## src/rtl/div_40by8_seq.sv

```systemverilog
// div_40by8_seq
//   Sequential unsigned divider: 40-bit dividend / 8-bit divisor ->
//   32-bit quotient + 8-bit remainder, restoring shift/subtract.
//   Intended to divide a registered 32x8 product back to its operand.
//
// Ports:
//   clk        rising-edge clock
//   rst        synchronous active-high reset (aborts any operation)
//   start      request, sampled only when idle
//   dividend   40-bit unsigned dividend, captured at the accepting edge
//   divisor    8-bit unsigned divisor, captured at the accepting edge
//   busy       high while a division is in flight
//   done       one-cycle pulse when the result outputs update
//   quotient   low 32 bits of the quotient, held until the next done
//   remainder  8-bit remainder, held until the next done
//   ovf        true quotient >= 2^32 (held)
//   div0       divisor was zero (held)
//
// Build option:
//   DIV_RADIX4_EN  defined   -> two cascaded restoring steps per cycle
//                               (20 RUN cycles, 21-cycle latency)
//                  undefined -> one step per cycle (41-cycle latency)
module div_40by8_seq (
  input  logic        clk,
  input  logic        rst,
  input  logic        start,
  input  logic [39:0] dividend,
  input  logic [7:0]  divisor,
  output logic        busy,
  output logic        done,
  output logic [31:0] quotient,
  output logic [7:0]  remainder,
  output logic        ovf,
  output logic        div0
);

  localparam logic [1:0] ST_IDLE = 2'd0;
  localparam logic [1:0] ST_RUN  = 2'd1;
  localparam logic [1:0] ST_FIN  = 2'd2;

`ifdef DIV_RADIX4_EN
  localparam int STEPS = 2;
`else
  localparam int STEPS = 1;
`endif
  localparam logic [5:0] LAST_CNT = 6'(40 / STEPS - 1);

  logic [1:0]  state_reg;
  logic [8:0]  rem_reg;        // partial remainder (always < divisor after a step)
  logic [39:0] q_reg;          // dividend shifts out the top, quotient bits enter the bottom
  logic [7:0]  dvs_reg;
  logic [5:0]  cnt_reg;
  logic        div0_pend_reg;

  logic        busy_reg;
  logic        done_reg;
  logic [31:0] quotient_reg;
  logic [7:0]  remainder_reg;
  logic        ovf_reg;
  logic        div0_reg;

  logic [8:0]  rem_next;
  logic [39:0] q_next;

  // STEPS cascaded restoring steps. The partial remainder entering a step
  // is below the divisor, so its bit 8 is zero and the shift never loses
  // information; trial bit 9 is the borrow of the subtraction.
  always_comb begin
    logic [8:0] shifted;
    logic [9:0] trial;
    rem_next = rem_reg;
    q_next   = q_reg;
    for (int i = 0; i < STEPS; i++) begin
      shifted = {rem_next[7:0], q_next[39]};
      trial   = {1'b0, shifted} - {2'b00, dvs_reg};
      if (trial[9]) begin
        rem_next = shifted;
        q_next   = {q_next[38:0], 1'b0};
      end else begin
        rem_next = trial[8:0];
        q_next   = {q_next[38:0], 1'b1};
      end
    end
  end

  always_ff @(posedge clk) begin
    if (rst) begin
      state_reg     <= ST_IDLE;
      rem_reg       <= '0;
      q_reg         <= '0;
      dvs_reg       <= '0;
      cnt_reg       <= '0;
      div0_pend_reg <= 1'b0;
      busy_reg      <= 1'b0;
      done_reg      <= 1'b0;
      quotient_reg  <= '0;
      remainder_reg <= '0;
      ovf_reg       <= 1'b0;
      div0_reg      <= 1'b0;
    end else begin
      done_reg <= 1'b0;
      case (state_reg)
        ST_IDLE: begin
          if (start) begin
            // Dividend is captured in both cases: the divide-by-zero
            // result reports its low byte as the remainder.
            q_reg   <= dividend;
            dvs_reg <= divisor;
            rem_reg <= '0;
            cnt_reg <= '0;
            if (divisor != 8'd0) begin
              div0_pend_reg <= 1'b0;
              busy_reg      <= 1'b1;
              state_reg     <= ST_RUN;
            end else begin
              div0_pend_reg <= 1'b1;
              state_reg     <= ST_FIN;
            end
          end
        end

        ST_RUN: begin
          rem_reg <= rem_next;
          q_reg   <= q_next;
          cnt_reg <= cnt_reg + 6'd1;
          if (cnt_reg == LAST_CNT) begin
            state_reg <= ST_FIN;
          end
        end

        ST_FIN: begin
          done_reg  <= 1'b1;
          busy_reg  <= 1'b0;
          state_reg <= ST_IDLE;
          if (div0_pend_reg) begin
            quotient_reg  <= 32'hFFFF_FFFF;
            remainder_reg <= q_reg[7:0];
            ovf_reg       <= 1'b0;
            div0_reg      <= 1'b1;
          end else begin
            quotient_reg  <= q_reg[31:0];
            remainder_reg <= rem_reg[7:0];
            ovf_reg       <= |q_reg[39:32];
            div0_reg      <= 1'b0;
          end
        end

        default: begin
          state_reg <= ST_IDLE;
          busy_reg  <= 1'b0;
        end
      endcase
    end
  end

  assign busy      = busy_reg;
  assign done      = done_reg;
  assign quotient  = quotient_reg;
  assign remainder = remainder_reg;
  assign ovf       = ovf_reg;
  assign div0      = div0_reg;

endmodule

```

## config.mk

```make
export PLATFORM = sky130hd
export DESIGN_NAME = div_40by8_seq
export DESIGN_NICKNAME = d
export VERILOG_FILES = /design/src/rtl/div_40by8_seq.sv
export SDC_FILE = /design/constraint.sdc
export NUM_CORES = 1
export LEC_CHECK = 0
export ABC_AREA = 1
export BUFFER_PORTS_ARGS = -buffer_cell sky130_fd_sc_hd__buf_2
export CAP_MARGIN = 40
export CORE_MARGIN = 5
export CORE_UTILIZATION = 55
export DETAILED_ROUTE_END_ITERATION = 10
export GPL_TIMING_DRIVEN = 0
export HOLD_SLACK_MARGIN = 0.06
export MAX_ROUTING_LAYER = met4
export PLACE_DENSITY = 0.85
export SLEW_MARGIN = 20
export SYNTH_ARGS = -nofsm -noshare
export SYNTH_HDL_FRONTEND = slang
export SYNTH_SLANG_ARGS = --single-unit
```

## constraint.sdc

```tcl
create_clock -name clk -period 2 [get_ports clk]
set_clock_uncertainty 0.15 [all_clocks]
set_input_delay 0.1 -clock clk [delete_from_list [all_inputs] [get_ports clk]]
set_output_delay 0.1 -clock clk [all_outputs]
set_load 0.01 [all_outputs]
```

==> results.json, run 1 <==
{
  "row_count": 34,
  "max_stage_delay_ps": 380,
  "comb_power_share_pct": 28.0,
  "routed_via_density": 5.59,
  "grt_max_degree": 19,
  "ys.flop_type": "dfxtp_1",
  "setup.worst_path.class": "flop to flop",
  "cts_buffers": 9,
  "holdWs_ps": 324,
  "wl_met1_mm": 6.06,
  "syn_inst": 666,
  "grt_use_total_pct": 26.3,
  "yosys_register_bits": 109,
  "cp_max_fo": 4,
  "fill_cells": 632,
  "setup_viol": 0,
  "syn_area_per_cell_um2": 7.48,
  "hold_violations": 0,
  "vias": 5222,
  "synthArstFlopShare_pct": 0,
  "arrival_ps": 2020,
  "yosysWarnings": 0,
  "period_share_pct": 95.2,
  "fin_ws_ps": 96.1,
  "worst-path-buf-inv": 3,
  "cts_sinks": 109,
  "end_kind": "flop",
  "first_iter_violations": 409,
  "p_clk_share_pct": 25.1,
  "synth_edf_count": 0,
  "leakagePower_nw": 2.86,
  "die_y_um": 105,
  "cts.path.max_buffers": 2,
  "start_util_pct": 56.8,
  "htree_num_levels": 3,
  "grt_pass1_vias": 4994,
  "cts_tree": "built",
  "worstPathCellList": "inv_1 -> ha_1 -> inv_2 -> fa_2 -> nand3_1 -> nand3_1 -> nand2_1 -> nand2_1 -> nand3_1 -> nand3_1 -> nand2_1 -> inv_1",
  "cp.required_ps": 2120,
  "crit_slowest_cell": "fa_2",
  "core_area_um2": 8760,
  "power.switching_w": 0.00181,
  "most-common-layout-cells": "nand2_1 (157), buf_2 (104), dfxtp_1 (102)",
  "drive_gt1_share_pct": 21.5,
  "p_int_w": 0.00357,
  "wl_per_cell_um": 15.7,
  "top_layer": "met4",
  "antenna_found_initial": 1,
  "fmax_mhz": 525,
  "ir_worst_vdd_v": 0.000465,
  "worst_pin_slew_ps": 574,
  "portBuffers": 93,
  "ios": 95,
  "drtAntennaViolNets": 0,
  "layout_commonest_cell": "nand2_1",
  "first_pass_iters": 8,
  "maxSlewHeadroom_pct": 61.7,
  "ys_types": 35,
  "dr_wl_met2_mm": 6.87,
  "sequentialPowerShare_pct": 47.0,
  "grt_remaining_overflow": 0,
  "drc": 0,
  "hold_path_class": "flop to flop",
  "drv_slew": 0,
  "globalplace.congestion": 0.854,
  "drt_wl_total_mm": 14.7,
  "crit_top_cell": "nand3_1",
  "route.met3.wl_mm": 1.24,
  "min_period_ps": 1900,
  "largest_reg_flops": 40,
  "startpoint_type": "flop",
  "grt_first_pass_wirelength_mm": 23.4,
  "seq_area_frac_synth_pct": 43.8,
  "chipWidth_um": 105,
  "dp_slack_ps": 36.7,
  "syn_area_um2": 4980,
  "clkTransAtPathRegs_ps": 100,
  "switching_share_pct": 33.7,
  "synth_nets": 727,
  "maxCapViolCount": 0,
  "cp_top_family": "adder cells",
  "clock_latency_ps": 360,
  "root_buffer": "clkbuf_8",
  "synthToLayoutAreaGrowth_pct": 28.0,
  "nets": 882,
  "status": "finished, final reports clean",
  "cellPowerDensity_nw_per_um2": 844,
  "dpl.hpwl_mm": 9.76,
  "die_area_um2": 11100
}
==> final timing paths <==
kind | endpoint | startpoint | slack, ps | depth (start not counted)
worst min register to register | quotient[31]$_SDFFE_PP0P_ | quotient[31]$_SDFFE_PP0P_ | 320 | 2
worst max register to register | rem_reg[6]$_SDFFE_PP0P_ | q_reg[39]$_SDFFE_PP0P_ | 100 | 12
worst min-delay path | quotient[31]$_SDFFE_PP0P_ | quotient[31]$_SDFFE_PP0P_ | 320 | 2
worst max-delay path | rem_reg[6]$_SDFFE_PP0P_ | q_reg[39]$_SDFFE_PP0P_ | 100 | 12
==> metal layers <==
metal / GRT usage [%] / vias to the layer above
met5: - / -
met4: 13.2 / 0
met3: 4.50 / 52
met2: 41.0 / 267
met1: 32.8 / 2398
li1: - / 2505
==> area by class of cell <==
cell class	instances	area, um^2	area share, %
Sequential cell	109	2190	34.4
Inverter	85	322	5.04
Multi-Input combinational cell	431	2300	36.1
Antenna cell	1	2.50	0.0393
Buffer	41	256	4.02
Clock buffer	9	124	1.94
Tap cell	108	135	2.12
Clock inverter	6	72.6	1.14
Timing Repair Buffer	144	973	15.3
==> synth_stat cells, types with 2 or more instances <==
| master | count | share of area [%] |
|---|---|---|
| nor2_8 | 2 | 0.80 |
| o21ai_0 | 81 | 8.1 |
| a221oi_1 | 3 | 0.53 |
| o21ai_1 | 4 | 0.40 |
| buf_2 | 11 | 1.1 |
| nor2_1 | 20 | 1.5 |
| a31oi_1 | 45 | 5.7 |
| xor2_1 | 2 | 0.35 |
| nand2_1 | 157 | 12 |
| nand2_2 | 6 | 0.75 |
| inv_1 | 80 | 6.0 |
| buf_4 | 7 | 1.1 |
| ha_1 | 9 | 2.3 |
| inv_2 | 4 | 0.30 |
| clkbuf_1 | 15 | 1.1 |
| nor4_1 | 3 | 0.38 |
| nor2_4 | 4 | 0.90 |
| nor2_2 | 2 | 0.25 |
| a21oi_1 | 54 | 5.4 |
| nand3_1 | 19 | 1.9 |
| buf_6 | 8 | 1.8 |
| dfxtp_1 | 109 | 44 |
| nand4_1 | 9 | 1.1 |
==> power groups by stage <==
stage	Sequential [W]	Combinational, W	Clock [W]
3_3_place_gp	0.00254	0.00128	0
6_report	0.00253	0.00150	0.00135
5_1_grt	0.00255	0.00165	0.00146
3_5_place_dp	0.00255	0.00133	0
4_1_cts	0.00251	0.00141	0.00135
2_1_floorplan	0.00252	0.000997	0
==> worst min-delay path, delay by kind of cell, from the launching register on <==
family / cells / cell delay (ps)
AND/OR/NAND/NOR: 1 / 60
AO/OA/AOI/OAI: 1 / 50
flip-flops: 1 / 320
==> through the flow <==
stage	TNS (ps)	utilization, %	area, um^2	power [W]	cells
after global placement	0	63.7	5580	0.00382	867
after floorplan	0	-	4980	0.00352	666
after detailed placement	0	63.7	5580	0.00388	867
after global routing	-5.77	72.7	6370	0.00566	934
after CTS	0	71.6	6280	0.00527	932
final	0	72.7	6370	0.00538	934
==> timing repair <==
action | in CTS | in global routing
setup buffers | 0 | 1
gates resized for setup | 0 | 21
hold endpoints to repair | 53 | 0
hold buffers | 50 | 0
setup endpoints to repair | 0 | 12
==> logic make-up after synthesis <==
kind of cell	share of synthesized area (%)
flip-flops	43.8
AND/OR/NAND/NOR	20.1
adder cells (fa/ha/maj)	2.66
AO/OA/AOI/OAI	21.3
XOR/XNOR	0.528
buffers and inverters	11.6
(Power assumes the default switching activity.)
==> inputs of run 2 (changes only) <==
ABC_AREA = 0   (was 1)
CORE_UTILIZATION = 57   (was 55)
CTS_BUF_LIST = sky130_fd_sc_hd__clkbuf_8   (was not set)
PLACE_DENSITY = 0.88   (was 0.85)
==> run 2 against run 1 <==
Against the previous run: the flow now finishes with violations (setup timing); worst hold slack gained 20 ps; clock-buffer cell count grew 2; area after synthesis shrank 5.1%; critical path depth shrank 5; maximum frequency shrank 12%; largest power group unchanged.
==> results.json, run 2 <==
{
  "startpoint_type": "flop",
  "placed_area_um2": 5330,
  "cp.required_ps": 2110,
  "hold_path_class": "input pin to flop",
  "drtAntennaViolNets": 0,
  "arrival_ps": 2270,
  "grt_first_pass_wirelength_mm": 22.3,
  "syn_area_um2": 4720,
  "cts.path.max_buffers": 2,
  "ys_types": 44,
  "synthToLayoutAreaGrowth_pct": 31.9,
  "vias": 5117,
  "drt_wl_total_mm": 14.5,
  "leakagePower_nw": 2.62,
  "p_int_w": 0.00346,
  "period_share_pct": 108,
  "setup_viol": 8,
  "ff_latch_area_um2": 2190,
  "die_area_um2": 10200,
  "cp_max_fo": 5,
  "yosysMostFrequentCell": "nor2_1",
  "sequentialPowerShare_pct": 48.6,
  "final_core_util_pct": 76.6,
  "clkTransAtPathRegs_ps": 100,
  "wl_per_cell_um": 16.9,
  "cts_sinks": 109,
  "fmax_mhz": 462,
  "seq_area_frac_synth_pct": 46.2,
  "rsz0062_at_grt": "yes",
  "grt_max_degree": 19,
  "nets": 814,
  "cts_tree": "built",
  "drive_gt1_share_pct": 23.0,
  "start_util_pct": 58.1,
  "dpl.hpwl_mm": 9.35,
  "antenna_found_initial": 0,
  "die_y_um": 101,
  "routed_via_density": 5.93,
  "globalplace.congestion": 0.902,
  "clock_latency_ps": 380,
  "fin_ws_ps": -163,
  "grt_remaining_overflow": 0,
  "htree_num_levels": 3,
  "root_buffer": "clkbuf_8",
  "hold_violations": 0,
  "ios": 95,
  "power.switching_w": 0.00165,
  "largest_reg_flops": 40,
  "setup.worst_path.class": "flop to flop",
  "fill_cells": 507,
  "grt_use_total_pct": 27.7,
  "cts_buffers": 9,
  "first_pass_iters": 7,
  "min_period_ps": 2160,
  "yosys-top-cells-count": "nor2_1 (115), dfxtp_1 (109), nand2_1 (93)",
  "first_iter_violations": 447,
  "most-common-layout-cells": "nor2_1 (114), buf_2 (108), dfxtp_1 (99)",
  "ys.flop_type": "dfxtp_1",
  "ir_worst_vdd_v": 0.000408,
  "chipWidth_um": 101,
  "diodes": 0,
  "maxCapViolCount": 0,
  "synthTopCellsByArea": "dfxtp_1 (46%), nor2_1 (9.1%), nand2_1 (7.4%)",
  "row_count": 33,
  "cellPowerDensity_nw_per_um2": 821,
  "final_cell_area_um2": 6230,
  "drc": 0,
  "layout_commonest_cell": "nor2_1",
  "grt_pass1_vias": 4733,
  "maxSlewHeadroom_pct": 60.0,
  "drv_slew": 0,
  "p_clk_share_pct": 25.7,
  "ff2ff_setup_slack_ps": -160,
  "portBuffers": 94,
  "yosysTopAreaCellShare_pct": 46.2,
  "comb_power_share_pct": 25.7,
  "yosysWarnings": 0,
  "core_area_um2": 8130,
  "synth_nets": 648,
  "status": "finished, violations left",
  "syn_area_per_cell_um2": 8.05,
  "synth_area_leader_cell": "dfxtp_1",
  "switching_share_pct": 32.2,
  "violations": "setup timing",
  "end_kind": "flop",
  "synthArstFlopShare_pct": 0,
  "synth_edf_count": 0,
  "syn_inst": 587,
  "multi_input_area_um2": 2410,
  "worst_pin_slew_ps": 597,
  "yosys_register_bits": 109
}
-- run 2: layout make-up --
| class | count | share of cell area (%) |
|---|---|---|
| plain buffers | 45 | 3.21 |
| clock buffers | 11 | 2.43 |
| clock inverters | 5 | 0.663 |
| inverters | 11 | 0.663 |
| multi-input cells | 422 | 38.7 |
| flip-flops and latches | 109 | 35.2 |
| well taps | 105 | 2.11 |
| repair buffers | 155 | 17.0 |
-- run 2: kinds of logic (layout without fill, tap and decap cells) --
family	count (synthesis)	after routing	share of synthesized area (%)
compound gates	96	96	15.2
xor+xnor	7	7	1.30
fa+ha+maj	10	10	2.81
buf+inv	56	227	5.06
flops	109	109	46.2
mux	14	14	2.97
simple gates	295	295	26.5
-- run 2: layer usage --
layer	up-vias	GRT usage [%]	part of all wire, %
li1	2375	-	-
met3	44	4.15	9.0
met5	-	-	0
met1	2397	35.2	40
met4	0	11.6	2.6
met2	301	44.1	48
-- run 2: power by group through the flow --
| stage | combinational, W | clock, W | sequential, W |
|---|---|---|---|
| 2_1_floorplan | 0.000732 | 0 | 0.00250 |
| 3_3_place_gp | 0.000974 | 0 | 0.00251 |
| 3_5_place_dp | 0.00102 | 0 | 0.00252 |
| 4_1_cts | 0.00116 | 0.00131 | 0.00247 |
| 5_1_grt | 0.00142 | 0.00140 | 0.00250 |
| 6_report | 0.00131 | 0.00131 | 0.00249 |
-- run 2: per-stage QoR --
| step | std cells | TNS, ps | hold slack, ps | worst slack, ps | total power (W) |
|---|---|---|---|---|---|
| after floorplan | 587 | 0 | 88.6 | 53.9 | 0.00323 |
| after global placement | 786 | -459 | 189 | -142 | 0.00348 |
| after detailed placement | 786 | -786 | 198 | -210 | 0.00353 |
| after CTS | 854 | -38.7 | 341 | -38.7 | 0.00494 |
| after global routing | 863 | -1210 | 361 | -221 | 0.00532 |
| final | 863 | -634 | 344 | -163 | 0.00511 |
-- run 2: final timing paths --
path                                  start                        end  cells past startpoint
hold reg to reg   quotient[23]$_SDFFE_PP0P_  quotient[23]$_SDFFE_PP0P_                      2
hold / removal                   divisor[2]    dvs_reg[2]$_SDFFE_PP0P_                      4
setup reg to reg    rem_reg[3]$_SDFFE_PP0P_    rem_reg[6]$_SDFFE_PP0P_                      7
setup / recovery    rem_reg[3]$_SDFFE_PP0P_    rem_reg[6]$_SDFFE_PP0P_                      7
-- run 2: timing repair --
action                                  4_1_cts  5_1_grt
cloned                                        0        1
hold endpoints to repair                     58        0
buffers inserted                              2        8
pin swaps                                     8       13
endpoints found under the setup margin        9       13
hold buffers                                 50        0
gates resized for setup                      18       24
-- run 2: critical path, cell delays in order (launching register included) --
cell and delay [ps]:
dfxtp_2 370, ha_4 300, nand4_1 150, a2111oi_4 450, nor2_4 120, buf_6 150, a32oi_1 250, o31ai_1 110
==> inputs of run 3 (changes only) <==
SETUP_SLACK_MARGIN = 0.5   (was not set)
==> run 3 against run 2 <==
Against the previous run: the flow still finishes with violations (setup timing); clock-buffer cell count is 2 lower; worst hold slack worse by 130 ps; global-route usage is 2.6 points higher; clock power hardly changed; first-iteration DRC count is 77% higher; routed wire length is 33% higher; core utilization is 11 points higher; largest power group unchanged.
==> results.json, run 3 (synthesis gave the netlist of run 2 again) <==
{
  "layout_commonest_cell": "nor2_1",
  "start_util_pct": 58.1,
  "nets": 835,
  "crit_start": "q_reg[39]$_SDFFE_PP0P_",
  "fmax_mhz": 463,
  "routed_via_density": 6.58,
  "drive_gt1_share_pct": 35.3,
  "grt_first_pass_wirelength_mm": 24.0,
  "end_kind": "flop",
  "drt_wl_total_mm": 19.4,
  "cp_max_fo": 2,
  "holdWs_ps": 216,
  "finalNonFillerCells": 884,
  "violations": "setup timing",
  "grt_remaining_overflow": 0,
  "cts_buffers": 9,
  "fin_ws_ps": -161,
  "chipWidth_um": 101,
  "ios": 95,
  "clkTransAtPathRegs_ps": 110,
  "synthToLayoutAreaGrowth_pct": 50.1,
  "final_cell_area_um2": 7090,
  "startpoint_type": "flop",
  "holdPathStages": 3,
  "antenna_found_initial": 0,
  "drv_slew": 0,
  "die_area_um2": 10200,
  "grt_pass1_vias": 4975,
  "grt_use_total_pct": 30.3,
  "cellPowerDensity_nw_per_um2": 791,
  "diodes": 0,
  "maxSlewHeadroom_pct": 53.9,
  "core_area_um2": 8130,
  "hold_violations": 0,
  "worst_pin_slew_ps": 691,
  "setup.worst_path.class": "flop to flop",
  "arrival_ps": 2280,
  "vias": 5819,
  "rsz0062_at_grt": "yes",
  "worstHoldStart": "rst",
  "period_share_pct": 108,
  "placed_cells": 786,
  "drc": 0,
  "ff2ff_setup_slack_ps": -160,
  "cp.required_ps": 2120,
  "maxCapViolCount": 0,
  "dp_slack_ps": 7.25,
  "clock_latency_ps": 390,
  "row_count": 33,
  "r2r_cells": 9,
  "setup_viol": 8,
  "hold_path_class": "input pin to flop",
  "first_iter_violations": 790,
  "grt_max_degree": 20,
  "dpl.hpwl_mm": 9.37,
  "cts.path.max_buffers": 2,
  "htree_num_levels": 3,
  "drtAntennaViolNets": 0,
  "root_buffer": "clkbuf_8",
  "die_y_um": 101,
  "cts_sinks": 109,
  "globalplace.congestion": 0.893,
  "first_pass_iters": 7,
  "min_period_ps": 2160,
  "cts_tree": "built",
  "status": "finished, violations left",
  "largest_reg_flops": 40,
  "leakagePower_nw": 2.92,
  "most-common-layout-cells": "nor2_1 (102), dfxtp_1 (95), buf_2 (94)",
  "wl_per_cell_um": 21.9,
  "portBuffers": 94,
  "ir_worst_vdd_v": 0.000482,
  "rr_startpoint": "q_reg[39]$_SDFFE_PP0P_",
  "placed_area_um2": 5420
}
-- run 3: cell count changes in the layout (fill, tap and decap cells not counted), sizes merged --
cell,previous run,this run
clkbuf,39,33
buf,122,147
clkinvlp,1,4
inv,14,13
-- run 3: power by group --
part	internal (W)	switching, W
Clock	0.000468	0.000836
Sequential	0.00234	0.000178
Combinational	0.000824	0.000957
Total	0.00363	0.00197
-- run 3: critical path: stages (launching register included) --
cell	delay (ps)
dfxtp_4	380
inv_4	70
ha_4	130
inv_2	50
fa_2	360
a211oi_2	250
o21bai_1	140
a21oi_2	220
xor2_1	210
o31ai_1	90
-- run 3: cell type report --
cell class | instances | area [um^2]
multi-input combinational | 422 | 2780
inverter | 11 | 46.3
fill | 349 | 1040
clock buffer | 9 | 124
sequential | 109 | 2210
tap | 105 | 131
timing repair buffer | 176 | 1360
buffer | 45 | 387
clock inverter | 7 | 58.8
-- run 3: final timing paths --
kind	to
worst min-delay path	rem_reg[1]$_SDFFE_PP0P_
worst min register to register	cnt_reg[0]$_SDFFE_PP0P_
worst max register to register	rem_reg[6]$_SDFFE_PP0P_
worst max-delay path	rem_reg[6]$_SDFFE_PP0P_
-- run 3: through the flow --
step	total power (W)	utilization, %	setup TNS [ps]
floorplan	0.00327	-	0
global placement	0.00353	66.6	0
detailed placement	0.00358	66.6	0
CTS	0.00507	79.6	0
global route	0.00575	87.2	-841
finish	0.00561	87.2	-608
-- run 3: timing repair --
item                       CTS  global route
setup buffers               13            12
cloned                       2             5
pin swaps                   13            37
setup endpoints to repair  107            87
gates resized for setup     78           118
hold buffers                50             4
hold endpoints to repair    58             5
-- run 3: layer usage --
metal	share of wire, %	up-vias	GRT usage, %	wire length (um)
li1	-	2421	-	-
met1	35	2670	37.0	6790
met2	46	526	50.0	8840
met3	12	202	5.61	2240
met4	7.6	0	11.2	1470
met5	0	-	-	0
